===== config.mk =====
export PLATFORM = sky130hd
export DESIGN_NAME = rshift_arbiter_8
export DESIGN_NICKNAME = d
export VERILOG_FILES = /design/src/rtl/rshift_pkg.sv /design/src/rtl/rr_arb2.sv /design/src/rtl/rshift_arbiter_8.sv
export SDC_FILE = /design/constraint.sdc
export NUM_CORES = 1
export LEC_CHECK = 0
export CAP_MARGIN = 0
export CORE_UTILIZATION = 45
export CTS_CLUSTER_DIAMETER = 120
export DETAILED_ROUTE_END_ITERATION = 12
export PLACE_DENSITY = 0.89
export RECOVER_POWER = 50
export SLEW_MARGIN = 25
export SYNTH_ARGS = -nofsm -noshare
export SYNTH_HDL_FRONTEND = slang
export SYNTH_SLANG_ARGS = --single-unit

===== constraint.sdc =====
create_clock -name clk -period 2.7 [get_ports clk]
set_input_delay 0.54 -clock clk [delete_from_list [all_inputs] [get_ports clk]]
set_output_delay 0.54 -clock clk [all_outputs]
set_load 0.05 [all_outputs]

===== src/rtl/rshift_pkg.sv =====
// Shared constants for the round-robin right-shift arbiter.
package rshift_pkg;
   localparam int   DW       = 8;
   localparam int   SW       = 3;
   localparam logic TAG_REQ0 = 1'b0;
   localparam logic TAG_REQ1 = 1'b1;
endpackage


===== src/rtl/rr_arb2.sv =====
// Two-input round-robin arbiter, purely combinational; the caller owns last_grant.
module rr_arb2 (
   input  logic [1:0] req,
   input  logic       last_grant,
   input  logic       en,
   output logic [1:0] gnt,
   output logic       gnt_idx
);
   import rshift_pkg::*;

   always_comb begin
      gnt_idx = TAG_REQ0;
      if (req == 2'b11)
         gnt_idx = ~last_grant;
      else if (req[1])
         gnt_idx = TAG_REQ1;

      gnt = 2'b00;
      if (en && (|req))
         gnt = gnt_idx ? 2'b10 : 2'b01;
   end
endmodule


===== src/rtl/rshift_arbiter_8.sv =====
// Two requesters share one 8-bit right shifter behind a registered output slot.
// Define RSHIFT_ARB_ROTATE_EN to add per-request rotate-right (in0_rot/in1_rot).
module rshift_arbiter_8 #(
   parameter int DW = rshift_pkg::DW,
   parameter int SW = rshift_pkg::SW
) (
   input  logic          clk,
   input  logic          rst_n,
   input  logic          in0_valid,
   output logic          in0_ready,
   input  logic [DW-1:0] in0_data,
   input  logic [SW-1:0] in0_sel,
   input  logic          in1_valid,
   output logic          in1_ready,
   input  logic [DW-1:0] in1_data,
   input  logic [SW-1:0] in1_sel,
`ifdef RSHIFT_ARB_ROTATE_EN
   input  logic          in0_rot,
   input  logic          in1_rot,
`endif
   output logic          out_valid,
   input  logic          out_ready,
   output logic [DW-1:0] out_data,
   output logic          out_tag
);
   import rshift_pkg::*;

   logic          r_out_valid;
   logic [DW-1:0] r_out_data;
   logic          r_out_tag;
   logic          r_last_grant;

   logic          w_free;
   logic [1:0]    w_gnt;
   logic          w_idx;
   logic          w_accept;
   logic [DW-1:0] w_data;
   logic [SW-1:0] w_sel;
   logic [DW-1:0] w_res;

   // The slot can take a new result if it is empty or being drained this cycle.
   assign w_free = !r_out_valid || out_ready;

   rr_arb2 u_arb (
      .req        ({in1_valid, in0_valid}),
      .last_grant (r_last_grant),
      .en         (w_free),
      .gnt        (w_gnt),
      .gnt_idx    (w_idx)
   );

   assign in0_ready = w_gnt[0];
   assign in1_ready = w_gnt[1];
   assign w_accept  = |w_gnt;
   assign w_data    = w_idx ? in1_data : in0_data;
   assign w_sel     = w_idx ? in1_sel  : in0_sel;

`ifdef RSHIFT_ARB_ROTATE_EN
   logic            w_rot;
   logic [2*DW-1:0] w_dbl;

   // Shifting the doubled operand leaves the rotate-right in the low half.
   assign w_rot = w_idx ? in1_rot : in0_rot;
   assign w_dbl = {w_data, w_data} >> w_sel;
   assign w_res = w_rot ? w_dbl[DW-1:0] : (w_data >> w_sel);
`else
   assign w_res = w_data >> w_sel;
`endif

   always_ff @(posedge clk or negedge rst_n) begin
      if (!rst_n) begin
         r_out_valid  <= 1'b0;
         r_out_data   <= '0;
         r_out_tag    <= TAG_REQ0;
         r_last_grant <= TAG_REQ1;
      end else if (w_accept) begin
         r_out_valid  <= 1'b1;
         r_out_data   <= w_res;
         r_out_tag    <= w_idx;
         r_last_grant <= w_idx;
      end else if (out_ready) begin
         r_out_valid  <= 1'b0;
      end
   end

   assign out_valid = r_out_valid;
   assign out_data  = r_out_data;
   assign out_tag   = r_out_tag;
endmodule


==> results.md <==
- Status: complete, no violations
- # rows: 16
- Final wirelength: 2.25 mm
- 1st-iter DRT viols: 18
- Period Utilization, post-route: 88.6%
- Synth Area in Compound Gates: 16.4%
- Total power: 0.615 mW
- Finished Layout Cells: 156
- Synth Warn #: 0
- Number of synthesized register bits: 11
- Mapped Nets: 114
- Area occupied by multi-input gates: 604 um^2
- Unrepaired setup endpoints after global routing: no
- Vias per cell: 5.59
- Leakage: 0.572 nW
- Post-synthesis mux area share: 34.5%
- Setup crit start kind: primary input
- Worst setup path endpoint: in1_ready
- First-pass GRT wire length: 3.54 mm
- Placed wire-length estimate: 1.88 mm
- Initial DRT Pass Iterations: 4
- Top delay family on crit path: buffers and inverters
- Crit-path cells: dlygate4sd3_1, a21bo_1, nor2_1, buf_4
- CTS root buf: clkbuf_4
- Initial core utilization: 47.6%
- Seq pwr share: 33.0%
- Placed insts: 152
- Routed via count: 872
- RR Endpoint: out_data[4]
- Worst-path maximum fanout: 7
- Post-synthesis xor/xnor area fraction: 0%
- Post-synth top flop: dfrtp_1
- Number of global-route vias before repair: 862
- Post-Syn Instances: 87
- Max_cap viols: 0
- Syn Area/Cell: 10.6 um^2
- Depth of the worst register-to-register path: 4
- Min Tclk post-route: 2390 ps
- Overall routing resource usage: 23.2%
- Fmax: 418 MHz
- Max rail drop VDD: 0.308 mV
- Final Skew: 3.36 ps
- TNS Setup: 0 ps
- Synthesized cell area: 925 um^2
- Pint: 0.380 mW
- Sw Ratio: 38.2%
- H-tree depth: 1
- Worst-path clk slew: 70 ps
- Final Cell Area: 0.00136 mm^2
- Final Hold Viols: 0
- PortBufs: 38
- FF-to-FF setup slack: 1010 ps
- Clock share of power: 18.5%
- Antenna viol nets, final: 0
- Antenna fix cells: 0
- Largest family of logic cells by synthesized area: multiplexers
- Count leader, synth: nand2_1
- Crit path DAT: 1850 ps
- Post-DP Area: 0.00134 mm^2
- Netlist cell types: 33
- Buf/Inv on CP: 2
- Chip width: 47.3 um
- Die Ht: 47.3 um
- Number of stages on the worst setup path: 4
- Tightest Pin Transition: 500 ps
- Synth async-reset ratio: 100%
- Post-CTS Setup Inserts: 0
- Post-synthesis adder-cell area fraction: 0%
- Largest net degree at the start of global routing: 12
- Max incr delay on CP: 600 ps
- Final setup violation count: 0
- WL/cell: 14.4 um
- Logic pwr share: 48.6%
- Util after Layout: 69.9%
- TritonCTS clock tree: yes
- CTS Hold Bufs: 0
- Critical Path End Type: output pin
- Die area: 0.00224 mm^2
- Area leader, netlist: dfrtp_1
- Layout Nets: 157
- Post-synth top area share: 27.1%
- Reg area: 277 um^2
- Clock Latency Late Sink: 270 ps
- Top post-synthesis cells by area: dfrtp_1 (27%), mux4_2 (12%), mux2i_1 (9.7%), mux4_1 (8.5%), nand2_1 (4.9%)
- IO Pins: 39
- Antenna violations before repair: 0
- Reg2Reg Launch Point: r_last_grant
- Pins Over Slew Limit: 0
- Global route overflow: 0
- Filler cells: 154
- CP max-delay cell: dlygate4sd3_1
- Post-synth top cells: nand2_1 (12), dfrtp_1 (10), mux2i_1 (9)
- GPL Wtd Cong: 0.853
- Area delta synth->final: 46.8%
- Critical path origin: in0_valid
- Layout cells sized above 1: 15.5%
- CP required: 2160 ps
- Slew headroom: 66.6%
- Crit Path Class: primary input to output pin
- CTS Sinks: 11
- Core area: 0.00194 mm^2
- Simple-Gate Fraction of Synth Area: 14.5%
- Longest Clk Path Bufs: 2
- Post-synth EDFFs: 0
- Resize count post-CTS: 0
- Hold_sp: out_tag
- Register area share after synthesis: 29.9%
- Sw power: 0.235 mW
- DRC viols: 0
- Cell Pwr Density: 453 mW/mm^2
- Min-delay worst type: register to register
- CTS Buf Count: 3
## kinds of logic (layout without fill, tap and decap cells)
group / count (synthesis) / in the layout
AO/OA/AOI/OAI: 21 / 21
multiplexers: 20 / 20
flip-flops: 11 / 11
buffers and inverters: 6 / 48
AND/OR/NAND/NOR: 29 / 29
## layout by cell type (no fill, tap or decap)
master | Yosys | routed
a2111oi_0 | 1 | 1
a21bo_1 | 0 | 1
a21boi_2 | 1 | 1
a21o_1 | 2 | 2
a21oi_1 | 1 | 1
a221o_1 | 1 | 1
a22o_1 | 1 | 1
a31oi_1 | 1 | 1
and3_1 | 1 | 1
buf_4 | 1 | 7
clkbuf_1 | 1 | 2
clkbuf_4 | 0 | 3
clkdlybuf4s50_1 | 0 | 33
dfrtp_1 | 10 | 10
dfstp_2 | 1 | 1
dlygate4sd3_1 | 0 | 3
mux2_2 | 2 | 2
mux2_4 | 1 | 1
mux2i_1 | 9 | 9
mux4_1 | 3 | 3
mux4_2 | 5 | 5
nand2_1 | 12 | 12
nand2b_1 | 1 | 1
nand3b_1 | 2 | 2
nor2_1 | 8 | 8
nor2b_1 | 1 | 1
nor3_1 | 2 | 2
nor3b_1 | 2 | 2
o211ai_1 | 2 | 2
o21a_1 | 1 | 1
o21ai_0 | 6 | 6
o21bai_1 | 1 | 1
o22a_1 | 1 | 1
o31ai_1 | 1 | 1
## cell type report
class | count | area share, %
Timing Repair Buffer | 44 | 30.7
Multi-Input combinational cell | 70 | 44.5
Tap cell | 27 | 2.49
Clock buffer | 4 | 1.94
Sequential cell | 11 | 20.4
## power by group through the flow
stage | Clock [mW] | Sequential, mW | Combinational [mW]
after CTS | 0.116 | 0.203 | 0.303
after global placement | 0 | 0.205 | 0.296
after detailed placement | 0 | 0.206 | 0.302
after global routing | 0.126 | 0.206 | 0.320
final | 0.114 | 0.203 | 0.299
after floorplan | 0 | 0.280 | 0.111
## registers in the layout, summed over array words and instances, names as in the netlist
register / count
r_last_grant: 1
out_valid: 1
out_data: 8
out_tag: 1
## metal layers
metal	wire, um	up-vias	GRT usage [%]	share of wire (%)
met3	94	6	4.62	4.2
met2	1200	31	43.8	53
met5	0	-	0	0
met1	898	412	24.2	40
met4	63	0	10.9	2.8
li1	-	423	-	-
## worst reg2reg max path: cells and delay by family, from the launching register on
kind,cells,cell delay [ps]
AND/OR/NAND/NOR,1,160
flip-flops,1,550
AO/OA/AOI/OAI,2,480
multiplexers,1,430
## worst min path at each step
| stage | to | slack [ps] | cells after the start |
|---|---|---|---|
| finish | out_tag | 480 | 1 |
| global route | out_tag | 510 | 1 |
| CTS | out_tag | 490 | 1 |
| detailed placement | out_tag | 470 | 1 |
| global placement | out_tag | 460 | 1 |
| floorplan | out_data[0] | 240 | 0 |
## per-stage QoR
step	setup WS [ps]	hold slack (ps)
after CTS	426	488
after detailed placement	283	473
after floorplan	431	244
after global placement	350	462
final	307	482
after global routing	281	510
Note: power is estimated with default switching activity, not from simulation.
